### config.mk
export PLATFORM = sky130hd
export DESIGN_NAME = lsu_ctrl
export DESIGN_NICKNAME = d
export VERILOG_FILES = /design/src/rtl/lsu_pkg.sv /design/src/rtl/lsu_align.sv /design/src/rtl/lsu_ctrl.sv
export SDC_FILE = /design/constraint.sdc
export NUM_CORES = 1
export LEC_CHECK = 0
export ABC_AREA = 1
export BUFFER_PORTS_ARGS = -buffer_cell sky130_fd_sc_hd__buf_2
export CORE_MARGIN = 2
export CORE_UTILIZATION = 52
export DETAILED_ROUTE_END_ITERATION = 10
export GPL_ROUTABILITY_DRIVEN = 0
export PLACE_DENSITY_LB_ADDON = 0.05
export SKIP_LAST_GASP = 1
export SLEW_MARGIN = 10
export SYNTH_ARGS = -nofsm -noshare
export SYNTH_HDL_FRONTEND = slang
export SYNTH_SLANG_ARGS = --single-unit
### constraint.sdc
create_clock -name clk -period 2.9 [get_ports clk]
set_input_delay 0.145 -clock clk [delete_from_list [all_inputs] [get_ports clk]]
set_output_delay 0.145 -clock clk [all_outputs]
set_load 0.005 [all_outputs]
### src/rtl/lsu_pkg.sv
// Shared definitions for the load/store sequencer.
// Holds the funct3 size encodings, fault cause codes, the controller state
// encoding and small decode helpers used when an access is accepted.
package lsu_pkg;

    // funct3 size encodings as presented by decode
    localparam logic [2:0] SZ_B  = 3'd0;
    localparam logic [2:0] SZ_H  = 3'd1;
    localparam logic [2:0] SZ_W  = 3'd2;
    localparam logic [2:0] SZ_BU = 3'd4;
    localparam logic [2:0] SZ_HU = 3'd5;

    // Fault cause codes reported alongside done_o
    localparam logic [1:0] CAUSE_NONE     = 2'd0;
    localparam logic [1:0] CAUSE_MISALIGN = 2'd1;
    localparam logic [1:0] CAUSE_ILLEGAL  = 2'd2;
    localparam logic [1:0] CAUSE_TIMEOUT  = 2'd3;

    typedef enum logic [1:0] {
        ST_IDLE = 2'd0,
        ST_REQ  = 2'd1,
        ST_DONE = 2'd2
    } lsu_state_e;

    // True for the three funct3 codes that have no load/store meaning
    function automatic logic size_illegal(input logic [2:0] sz);
        logic ill;
        case (sz)
            SZ_B, SZ_H, SZ_W, SZ_BU, SZ_HU: ill = 1'b0;
            default:                        ill = 1'b1;
        endcase
        return ill;
    endfunction

    // True when the byte offset does not suit the access width
    function automatic logic size_misaligned(input logic [2:0] sz, input logic [1:0] off);
        logic mis;
        case (sz)
            SZ_H, SZ_HU: mis = off[0];
            SZ_W:        mis = (off != 2'b00);
            default:     mis = 1'b0;
        endcase
        return mis;
    endfunction

endpackage

### src/rtl/lsu_align.sv
// Byte-lane steering for the load/store sequencer (purely combinational).
// Ports:
//   i_st_size/i_st_off/i_wdata -> o_be, o_wdata : lanes for the access being issued
//   i_ld_size/i_ld_off/i_rdata -> o_ld_data     : extract + extend the returned word
module lsu_align
    import lsu_pkg::*;
(
    input  logic [2:0]  i_st_size,
    input  logic [1:0]  i_st_off,
    input  logic [31:0] i_wdata,
    output logic [3:0]  o_be,
    output logic [31:0] o_wdata,
    input  logic [2:0]  i_ld_size,
    input  logic [1:0]  i_ld_off,
    input  logic [31:0] i_rdata,
    output logic [31:0] o_ld_data
);

    logic [7:0]  w_byte;
    logic [15:0] w_half;

    // Byte enables and lane-replicated store data for the access being issued
    always_comb begin
        o_be    = 4'b1111;
        o_wdata = i_wdata;
        case (i_st_size)
            SZ_B, SZ_BU: begin
                o_be    = 4'b0001 << i_st_off;
                o_wdata = {4{i_wdata[7:0]}};
            end
            SZ_H, SZ_HU: begin
                o_be    = 4'b0011 << i_st_off;
                o_wdata = {2{i_wdata[15:0]}};
            end
            default: begin
                o_be    = 4'b1111;
                o_wdata = i_wdata;
            end
        endcase
    end

    // Select the addressed byte/half and extend it to 32 bits
    always_comb begin
        w_byte    = 8'h00;
        w_half    = 16'h0000;
        o_ld_data = i_rdata;
        case (i_ld_off)
            2'd0:    w_byte = i_rdata[7:0];
            2'd1:    w_byte = i_rdata[15:8];
            2'd2:    w_byte = i_rdata[23:16];
            2'd3:    w_byte = i_rdata[31:24];
            default: w_byte = i_rdata[7:0];
        endcase
        if (i_ld_off[1]) begin
            w_half = i_rdata[31:16];
        end else begin
            w_half = i_rdata[15:0];
        end
        case (i_ld_size)
            SZ_B:    o_ld_data = {{24{w_byte[7]}}, w_byte};
            SZ_BU:   o_ld_data = {24'h000000, w_byte};
            SZ_H:    o_ld_data = {{16{w_half[15]}}, w_half};
            SZ_HU:   o_ld_data = {16'h0000, w_half};
            default: o_ld_data = i_rdata;
        endcase
    end

endmodule

### src/rtl/lsu_ctrl.sv
// Load/store sequencer between decode controls and a req/ack data memory.
// Checks size and alignment, issues one registered memory request, stalls the
// pipeline until the access completes and returns extended load data.
// Ports:
//   clk, rst                         clock, synchronous active-high reset
//   mem_read_i, mem_write_i          operation requests (held while stalled)
//   data_size_i, addr_i, wdata_i     funct3 size, byte address, store data
//   stall_o, done_o                  pipeline freeze, one-cycle completion pulse
//   rdata_o, fault_o, fault_cause_o  load result and fault report
//   m_req_o..m_wdata_o, m_ack_i, m_rdata_i  memory-side handshake
module lsu_ctrl
    import lsu_pkg::*;
#(
    parameter int unsigned TIMEOUT = 255
) (
    input  logic        clk,
    input  logic        rst,
    input  logic        mem_read_i,
    input  logic        mem_write_i,
    input  logic [2:0]  data_size_i,
    input  logic [31:0] addr_i,
    input  logic [31:0] wdata_i,
    output logic        stall_o,
    output logic        done_o,
    output logic [31:0] rdata_o,
    output logic        fault_o,
    output logic [1:0]  fault_cause_o,
    output logic        m_req_o,
    output logic        m_we_o,
    output logic [31:0] m_addr_o,
    output logic [3:0]  m_be_o,
    output logic [31:0] m_wdata_o,
    input  logic        m_ack_i,
    input  logic [31:0] m_rdata_i
);

    localparam int unsigned CW = $clog2(TIMEOUT + 1);
    localparam logic [CW-1:0] CNT_LAST = CW'(TIMEOUT - 1);

    lsu_state_e r_state;
    lsu_state_e w_next;

    logic [CW-1:0] r_cnt;
    logic [2:0]    r_size;
    logic [1:0]    r_off;
    logic          r_done;
    logic          r_fault;
    logic [1:0]    r_cause;
    logic [31:0]   r_rdata;
    logic          r_m_req;
    logic          r_m_we;
    logic [31:0]   r_m_addr;
    logic [3:0]    r_m_be;
    logic [31:0]   r_m_wdata;

    logic        w_op;
    logic        w_stall;
    logic        w_accept;
    logic        w_fault_set;
    logic [1:0]  w_cause;
    logic        w_ack_take;
    logic        w_cnt_inc;
    logic [3:0]  w_be;
    logic [31:0] w_wdata;
    logic [31:0] w_ld_data;

    assign w_op = mem_read_i | mem_write_i;

    lsu_align u_align (
        .i_st_size (data_size_i),
        .i_st_off  (addr_i[1:0]),
        .i_wdata   (wdata_i),
        .o_be      (w_be),
        .o_wdata   (w_wdata),
        .i_ld_size (r_size),
        .i_ld_off  (r_off),
        .i_rdata   (m_rdata_i),
        .o_ld_data (w_ld_data)
    );

    // State register
    always_ff @(posedge clk) begin
        if (rst) begin
            r_state <= ST_IDLE;
        end else begin
            r_state <= w_next;
        end
    end

    // Next-state decode, stall generation and per-cycle actions
    always_comb begin
        w_next      = r_state;
        w_stall     = 1'b0;
        w_accept    = 1'b0;
        w_fault_set = 1'b0;
        w_cause     = CAUSE_NONE;
        w_ack_take  = 1'b0;
        w_cnt_inc   = 1'b0;
        case (r_state)
            ST_IDLE: begin
                if (w_op) begin
                    w_stall = 1'b1;
                    if ((mem_read_i & mem_write_i) | size_illegal(data_size_i)) begin
                        w_next      = ST_DONE;
                        w_fault_set = 1'b1;
                        w_cause     = CAUSE_ILLEGAL;
                    end else if (size_misaligned(data_size_i, addr_i[1:0])) begin
                        w_next      = ST_DONE;
                        w_fault_set = 1'b1;
                        w_cause     = CAUSE_MISALIGN;
                    end else begin
                        w_next   = ST_REQ;
                        w_accept = 1'b1;
                    end
                end else begin
                    w_next = ST_IDLE;
                end
            end
            ST_REQ: begin
                w_stall = 1'b1;
                if (m_ack_i) begin
                    w_next     = ST_DONE;
                    w_ack_take = 1'b1;
                end else if (r_cnt == CNT_LAST) begin
                    w_next      = ST_DONE;
                    w_fault_set = 1'b1;
                    w_cause     = CAUSE_TIMEOUT;
                end else begin
                    w_cnt_inc = 1'b1;
                end
            end
            ST_DONE: begin
                w_next = ST_IDLE;
            end
            default: begin
                w_next = ST_IDLE;
            end
        endcase
    end

    // Datapath, memory-side and status registers
    always_ff @(posedge clk) begin
        if (rst) begin
            r_cnt     <= '0;
            r_size    <= 3'd0;
            r_off     <= 2'd0;
            r_done    <= 1'b0;
            r_fault   <= 1'b0;
            r_cause   <= CAUSE_NONE;
            r_rdata   <= 32'h0000_0000;
            r_m_req   <= 1'b0;
            r_m_we    <= 1'b0;
            r_m_addr  <= 32'h0000_0000;
            r_m_be    <= 4'b0000;
            r_m_wdata <= 32'h0000_0000;
        end else begin
            r_done <= (w_next == ST_DONE);
            if (w_accept) begin
                r_cnt     <= '0;
                r_size    <= data_size_i;
                r_off     <= addr_i[1:0];
                r_m_req   <= 1'b1;
                r_m_we    <= mem_write_i;
                r_m_addr  <= {addr_i[31:2], 2'b00};
                r_m_be    <= w_be;
                r_m_wdata <= w_wdata;
            end else if (w_cnt_inc) begin
                r_cnt <= r_cnt + CW'(1);
            end else begin
                r_cnt <= r_cnt;
            end
            // Request drops on the edge that leaves REQ, ack or timeout
            if (w_ack_take | (w_fault_set & (r_state == ST_REQ))) begin
                r_m_req <= 1'b0;
            end else begin
                r_m_req <= r_m_req | w_accept;
            end
            if (w_ack_take & ~r_m_we) begin
                r_rdata <= w_ld_data;
            end else begin
                r_rdata <= r_rdata;
            end
            if (w_fault_set) begin
                r_fault <= 1'b1;
                r_cause <= w_cause;
            end else if (r_state == ST_DONE) begin
                r_fault <= 1'b0;
                r_cause <= CAUSE_NONE;
            end else begin
                r_fault <= r_fault;
                r_cause <= r_cause;
            end
        end
    end

    // Stall is held low while reset is asserted so outputs read as idle
    assign stall_o       = w_stall & ~rst;
    assign done_o        = r_done;
    assign rdata_o       = r_rdata;
    assign fault_o       = r_fault;
    assign fault_cause_o = r_cause;
    assign m_req_o       = r_m_req;
    assign m_we_o        = r_m_we;
    assign m_addr_o      = r_m_addr;
    assign m_be_o        = r_m_be;
    assign m_wdata_o     = r_m_wdata;

endmodule

# == Word level (Yosys, flattened, before mapping) ==
# Index checks and enable logic that the tools add are counted.
# op_classes
n_addsub,1
eq_ne,14
n_shift,2
n_mux,45
bitwise_logic,10
n_reduce_logical,11
# op_table
operator,n
$pmux 32 s4,1
$pmux 32 s2,1
$pmux 8 s4,1
$mux 1,24
$mux 2,11
$mux 16,1
$eq 3x3->1 const B,4
$add 8x1->8 const B,1
$eq 2x2->1 const B,4
$eq 8x8->1 const B,1
$pmux 2 s2,2
$pmux 4 s2,1
$reduce_or 2->1,4
$eq 3x1->1 const B,2
$logic_not 3->1,2
$pmux 1 s2,3
$reduce_or 5->1,1
$and 1x1->1,4
$eq 2x1->1 const B,2
$logic_not 2->1,2
$or 1x1->1,4
$reduce_bool 2->1,2
$shl 1x2->4 const A,1
$shl 2x2->4 const A,1
2 further kinds,3
# word_totals
reg_bits,119
inputBits,104
output_inout_bits,107

# == Longest topological paths before layout ==
# Gate-level depths: netlist (run 1).
# depth
ltp_word,16
ltp_mapped,10
mapped_depth_nobuf,10

# == Hierarchy ==
# A second synthesis (run 1) with hierarchy kept.
# unflattened
cells_unflattened,837
hier_area_um2,5789.3
# by_module_without_submodules
mod,n_inst,cells_per_inst,area_each_um2
lsu_ctrl,1,565,4428.0
lsu_align,1,272,1361.3

# == Worst setup path after synthesis (run 1) ==
# No wires, ideal clock.
# synth_path
kind,flip-flop to flip-flop
from,register r_off[1]
to,register r_rdata[30] (netlist: rdata_o[30])
arrival_time_ps,1286
required_ps,2791
path_slack_ps,1505
stages_incl_launch_ff,9
synth_period_minus_slack_ps,1395
cell_sequence,dfxtp_1 or2_2 o21ai_0 o21ai_0 nand2_1 buf_2 nand3_1 nand2_1 inv_1
# synth_via
elab_chain_cells,3
# synth_lines
element,line_no,source
from (decl),lsu_ctrl.sv:45,logic [1:0] r_off;
from (signal assigned),lsu_ctrl.sv:161,r_off <= addr_i[1:0];
"$eq 2x2->1, or another cell as far along",lsu_align.sv:47,case (i_ld_off)
$pmux 8 s4,lsu_align.sv:47,
$pmux 32 s4 (*),lsu_align.sv:59,case (i_ld_size)
to (signal assigned),lsu_ctrl.sv:179,r_rdata <= w_ld_data;
to (signal assigned),lsu_ctrl.sv:181,r_rdata <= r_rdata;
to (decl),lsu_ctrl.sv:49,logic [31:0] r_rdata;
# Mark *: on every way between the ends. The rest lies on a longest branch, timed or not.
# A chain may end at the register's enable or synchronous reset.

# == Worst setup path in the final report (run 1) ==
# layout_path
from,register r_state[1]
to,register r_m_wdata[16] (netlist: m_wdata_o[16])
# layout_via
elab_chain_cells,2
# layout_lines
element,line_no,source
from (decl),lsu_ctrl.sv:40,lsu_state_e r_state;
from (signal assigned),lsu_ctrl.sv:86,r_state <= w_next;
$logic_not 2->1,lsu_ctrl.sv:99,case (r_state)
$mux 1,lsu_ctrl.sv:99,
to (signal assigned),lsu_ctrl.sv:166,r_m_wdata <= w_wdata;
to (decl),lsu_ctrl.sv:54,logic [31:0] r_m_wdata;
# Every way passes these cells.

==> results of run 1 <==
[sequential cells by signal, summed over array words and instances (netlist names)]
signal / flops
done_o: 1
fault_cause_o: 2
fault_o: 1
m_addr_o: 30
m_be_o: 4
m_req_o: 1
m_wdata_o: 32
m_we_o: 1
r_cnt: 8
r_off: 2
r_size: 3
r_state: 2
rdata_o: 32
[cell type report]
type                            count  share of cell area [%]
Antenna cell                        1                 0.03210
Sequential cell                   119                   30.56
Inverter                           46                   2.215
Multi-Input combinational cell    544                   32.13
Tap cell                          133                   2.134
Timing Repair Buffer              298                   24.78
Clock buffer                       19                   5.665
Clock inverter                     13                   2.488
[worst min-delay path: cells and delay by family]
family          cells  cell delay (ns)
buf+inv             1             0.09
compound gates      2             0.27
[layer usage]
layer	global-route usage [%]	up-vias	share of wire, %
met1	36.65	2843	41
met4	12.38	0	2.9
met2	54.45	300	49
met5	0	-	0
met3	7.548	56	7.6
li1	-	3014	-
[how the worst min path moves through the flow]
stage / from / end / cells after the start
finish: m_rdata_i[0] / rdata_o[0] / 3
global route: m_rdata_i[0] / rdata_o[0] / 3
CTS: m_rdata_i[0] / rdata_o[0] / 3
detailed placement: addr_i[15] / m_addr_o[15] / 3
global placement: addr_i[14] / m_addr_o[14] / 3
floorplan: wdata_i[6] / m_wdata_o[6] / 2
[layout by cell type, fill, tap and decap left out, drive strengths merged]
cell type	Yosys	layout
o211ai	4	4
bufinv	0	4
a21boi	5	5
diode	0	1
and2	1	1
nor3	3	3
conb	1	2
clkinv	2	3
o21a	1	1
o21ai	90	90
nand3	38	38
inv	44	48
clkbuf	20	19
nand4	2	2
xnor2	1	1
buf	24	217
o221ai	6	6
dfxtp	119	119
ha	2	2
a21oi	81	81
xor2	3	3
o22ai	1	1
o31ai	1	1
nand2	162	162
dlygate4sd3	0	81
nor2	128	128
nand3b	1	1
clkinvlp	0	4
or2	9	9
a31oi	3	3
[where the power goes]
part	switching, uW	internal [uW]
Combinational	475	369
Clock	789	1450
Sequential	70.6	1770
[metrics by stage]
stage               hold slack (ns)  cell area (sq um)  setup WS [ns]  total power [uW]  util [%]
finish                      0.02593               7796         0.4627              4922     79.03
global route                0.04078               7794         0.2471              5132     79.01
CTS                        0.003065               7794         0.4845              4921     79.01
detailed placement           0.3951               6347         0.7373              2599     64.35
global placement             0.3806               6347         0.8324              2578     64.35
floorplan                    0.2877               5313          1.505              2313         -
[kinds of logic (layout without fill, tap and decap cells)]
kind of cell / after synthesis / after routing / share of synthesized area (%)
simple gates: 344 / 344 / 26.49
compound gates: 192 / 192 / 19.42
flops: 119 / 119 / 44.87
buf+inv: 90 / 376 / 8.013
xor+xnor: 4 / 4 / 0.6600
fa+ha+maj: 2 / 2 / 0.4713
other cells: 1 / 3 / 0.07064
[timing repair]
item,4_1_cts,5_1_grt
resized for setup,0,0
endpoints found under the hold margin,78,0
hold buffers,81,0
==> flow_metrics.env, run 1 <==
export IMPL_status="completed"
export IMPL_cp_top_family="buffers and inverters"
export IMPL_cpPeakStageDelay_ns=0.55
export IMPL_async_flop_share_pct=0
export IMPL_grt_first_pass_wirelength_um=28120
export IMPL_ys_types=37
export IMPL_overflow=0
export IMPL_dp_hpwl_um=10970
export IMPL_grtUsageTotal_pct=31.19
export IMPL_avgViaCountPerCell=5.297
export IMPL_htreeDepth=4
export IMPL_ys_top_cells_by_count="nand2_1, nor2_1, dfxtp_1, a21oi_1, o21ai_0"
export IMPL_p_leak_uw=0.003783
export IMPL_yosys_warnings=0
export IMPL_dp_cells=1059
export IMPL_cts_tree="done"
export IMPL_cap_violations=0
export IMPL_finalCriticalPeriod_ns=2.437
export IMPL_syn_area_per_cell_sq_um=7.060
export IMPL_cp_start_kind="flop"
export IMPL_reg2reg_to="m_wdata_o[16]"
export IMPL_r2r_start="r_state[1]"
export IMPL_clock_root_buffer="clkbuf_8"
export IMPL_fp_row_count=36
export IMPL_wl_per_cell_um=14.81
export IMPL_cts_max_path_buffers=2
export IMPL_cpMaxStageDelayCell="dlygate4sd3_1"
export IMPL_fillers=680
export IMPL_crit_buf_inv=4
export IMPL_reg2regPathDepth=10
export IMPL_fp_dieW_um=105.0
export IMPL_layoutNonFillerInstCount=1173
export IMPL_synth_most_common_cell="nand2_1"
export IMPL_io_pins=211
export IMPL_grt_pass1_vias=6103
export IMPL_r2r_slack_ns=0.46
export IMPL_grt_max_degree=62
export IMPL_synth_seq_cells=119
export IMPL_cts_made_buffers=17
export IMPL_synth_ff_type="dfxtp_1"
export IMPL_hold_class="input pin to flop"
export IMPL_fin_tns_setup_ns=0
export IMPL_worst_pin_slew_ns=0.9282
export IMPL_drtIter0Drc=422
export IMPL_rsz0062_at_grt="no"
export IMPL_areaGrowthSynthToFinish_pct=46.85
export IMPL_finalCritPeriodShare_pct=84.05
export IMPL_cp_depth=10
export IMPL_clock_sinks=119
export IMPL_yosysTopAreaCell="dfxtp_1"
export IMPL_netlist_area_sq_um=5309
export IMPL_ys_seq_area_share_pct=44.87
export IMPL_postRouteAntennaNets=0
export IMPL_drcViolationCount=0
export IMPL_slew_violations=0
export IMPL_max_freq_ghz=0.4103
export IMPL_postCtsSetupBuffers=0
export IMPL_clk_latency_ns=0.52
export IMPL_ir_drop_mv=0.3333
export IMPL_routed_wl_um=17370
export IMPL_multiInputGateArea_sq_um=2505
export IMPL_die_y_um=105.0
export IMPL_synth_edff_count=0
export IMPL_dr_pass1_iters=5
export IMPL_drive_gt1_share_pct=26.18
export IMPL_die_area_sq_um=11030
export IMPL_setup_viol=0
export IMPL_crit_fanout=33
export IMPL_critPathCaptureType="flop"
export IMPL_synth_area_leaders="dfxtp_1, nand2_1, nor2_1, a21oi_1, o21ai_0"
export IMPL_timing_hold_violations_final=0
export IMPL_crit_chain="inv_1 -> nand2_1 -> nor2_2 -> nand3_2 -> inv_2 -> nand2_2 -> buf_4 -> a21oi_1 -> a21oi_1 -> dlygate4sd3_1"
export IMPL_cp_required_ns=3.31
export IMPL_crit_top_cell="a21oi_1"
export IMPL_cp_startpoint="r_state[1]"
export IMPL_clkTransAtPathRegs_ns=0.06
export IMPL_vias=6213
export IMPL_synth_top_area_share_pct=44.87
export IMPL_syn_inst=752
export IMPL_antenna_found_initial=0
export IMPL_core_sq_um=9864
export IMPL_num_nets_final=1132
export IMPL_power_density_nw_per_um2=631.3
export IMPL_path_class="flop to flop"
export IMPL_timing_slew_headroom_pct=38.03
export IMPL_finalClockSkew_ns=0.008742
export IMPL_regArea_sq_um=2382
export IMPL_critPathArrivalTime_ns=2.84
export IMPL_port_buffers=208
export IMPL_crit_end="m_wdata_o[16]"
export IMPL_initial_core_util_pct=53.82
Power figures use the tool's default switching activity.
==> inputs of run 2 (changes only) <==
--- a/config.mk
+++ b/config.mk
@@ -8,7 +8,7 @@
 export ABC_AREA = 1
 export BUFFER_PORTS_ARGS = -buffer_cell sky130_fd_sc_hd__buf_2
 export CORE_MARGIN = 2
-export CORE_UTILIZATION = 52
+export CORE_UTILIZATION = 44
 export DETAILED_ROUTE_END_ITERATION = 10
 export GPL_ROUTABILITY_DRIVEN = 0
 export PLACE_DENSITY_LB_ADDON = 0.05
==> constraint.sdc (replaced) <==
create_clock -name clk -period 2 [get_ports clk]
set_input_delay 0.1 -clock clk [delete_from_list [all_inputs] [get_ports clk]]
set_output_delay 0.1 -clock clk [all_outputs]
set_load 0.005 [all_outputs]
==> run 2 against run 1 <==
Effect of this change: worst setup slack got worse by 0.26 ns; cell area fell by 6.3%; clock power rose by 18%; sequential share of layout area rose by 2.1 points; maximum frequency rose by 36%; die area rose by 17%; hold slack got worse by 0.0088 ns; sequential power rose by 45%; largest power group is now registers.
==> flow_metrics.env, run 2 (synthesis gave the netlist of run 1 again) <==
export IMPL_setup_viol=0
export IMPL_postCtsSetupBuffers=0
export IMPL_core_sq_um=11910
export IMPL_final_common_cell="buf_2"
export IMPL_areaGrowthSynthToFinish_pct=37.61
export IMPL_clkTransAtPathRegs_ns=0.05
export IMPL_path_class="flop to flop"
export IMPL_multiInputGateArea_sq_um=2505
export IMPL_clock_root_buffer="clkbuf_16"
export IMPL_htreeDepth=4
export IMPL_overflow=0
export IMPL_initial_core_util_pct=44.57
export IMPL_clock_power_share_pct=40.9
export IMPL_avgViaCountPerCell=5.084
export IMPL_power_switching_share_pct=27.06
export IMPL_status="completed"
export IMPL_ir_drop_mv=0.4794
export IMPL_critPathArrivalTime_ns=2.09
export IMPL_num_nets_final=1096
export IMPL_finalCritPeriodShare_pct=89.74
export IMPL_die_y_um=113.8
export IMPL_postRouteAntennaNets=0
export IMPL_ctsHoldBuffers=38
export IMPL_port_buffers=208
export IMPL_die_area_sq_um=12960
export IMPL_cap_violations=0
export IMPL_antennaDiodeCount=0
export IMPL_fillers=1108
export IMPL_antenna_found_initial=0
export IMPL_drive_gt1_share_pct=27.10
export IMPL_power_internal_uw=4704
export IMPL_layout_common_cells="buf_2, nand2_1, nor2_1, dfxtp_1, a21oi_1"
export IMPL_max_freq_ghz=0.5571
export IMPL_cts_tree="done"
export IMPL_dr_pass1_iters=5
export IMPL_timing_hold_violations_final=0
export IMPL_cts_made_buffers=17
export IMPL_fin_ws_ns=0.2051
export IMPL_fp_dieW_um=113.8
export IMPL_finalCriticalPeriod_ns=1.795
export IMPL_hold_class="input pin to flop"
export IMPL_dp_hpwl_um=11360
export IMPL_cp_start_kind="flop"
export IMPL_clock_sinks=119
export IMPL_vias=5831
export IMPL_drtIter0Drc=354
export IMPL_pre_cts_slack_ns=0.2732
export IMPL_clk_latency_ns=0.41
export IMPL_cts_max_path_buffers=2
export IMPL_fp_row_count=40
export IMPL_slew_violations=0
export IMPL_cp_required_ns=2.30
export IMPL_drcViolationCount=0
export IMPL_layoutNonFillerInstCount=1147
export IMPL_crit_fanout=32
export IMPL_grtUsageTotal_pct=24.96
export IMPL_p_leak_uw=0.003584
export IMPL_grt_max_degree=45
export IMPL_routed_wl_um=16020
export IMPL_dp_cells=1080
export IMPL_combPwrFrac_pct=17.8
export IMPL_grt_pass1_vias=5454
export IMPL_rsz0062_at_grt="no"
export IMPL_fin_tns_setup_ns=0
export IMPL_power_density_nw_per_um2=882.8
export IMPL_grt_first_pass_wirelength_um=25980
export IMPL_pwr_share_seq_pct=41.3
export IMPL_wl_per_cell_um=13.97
export IMPL_ctsResizeCount=0
export IMPL_switching_power_uw=1745
export IMPL_critPathCaptureType="flop"
export IMPL_io_pins=211
export IMPL_regArea_sq_um=2382
export IMPL_finalClockSkew_ns=0.005181
==> run 2: area by class of cell <==
cell class | instances | share of cell area [%]
Multi-Input combinational cell | 544 | 34.29
Tap cell | 147 | 2.518
Clock buffer | 25 | 6.645
Timing Repair Buffer | 262 | 21.27
Inverter | 46 | 2.363
Clock inverter | 4 | 0.3083
Sequential cell | 119 | 32.61
==> run 2: final timing paths <==
path	to	slack, ns	startpoint	cells after the start
worst max register to register	m_addr_o[25]	0.21	r_state[0]	9
worst min-delay path	m_wdata_o[1]	0.02	wdata_i[1]	3
worst min register to register	m_wdata_o[20]	0.46	m_wdata_o[20]	2
worst max-delay path	m_addr_o[25]	0.21	r_state[0]	9
==> run 2: metal layers <==
metal | share of wire [%] | global-route usage, % | vias up
li1 | - | - | 2924
met1 | 43 | 31.46 | 2657
met2 | 48 | 41.84 | 226
met3 | 7.3 | 5.951 | 24
met4 | 1.9 | 9.024 | 0
met5 | 0 | 0 | -
==> run 2: power by group through the flow <==
stage | sequential, uW | combinational, uW | clock (uW)
finish | 2660 | 1150 | 2640
global route | 2680 | 1290 | 2800
global placement | 2700 | 1070 | 0
floorplan | 2720 | 635 | 0
CTS | 2660 | 1150 | 2690
detailed placement | 2710 | 1090 | 0
==> run 2: critical path: stages, from the launching register on <==
cell and delay, ns:
dfxtp_1 0.32, inv_1 0.07, nand2_1 0.06, nor2_2 0.16, nand3_2 0.15, inv_2 0.08, nand2_2 0.21, buf_4 0.32
o21ai_0 0.23, nor2_1 0.07
==> run 2: through the flow <==
stage / power (uW) / instance area, sq um / util [%] / hold slack, ns
floorplan: 3353 / 5313 / - / 0.2427
global placement: 3769 / 6417 / 53.88 / 0.3342
detailed placement: 3793 / 6417 / 53.88 / 0.3465
CTS: 6493 / 7306 / 61.33 / 0.004756
global route: 6778 / 7306 / 61.33 / 0.03905
finish: 6450 / 7306 / 61.33 / 0.01709
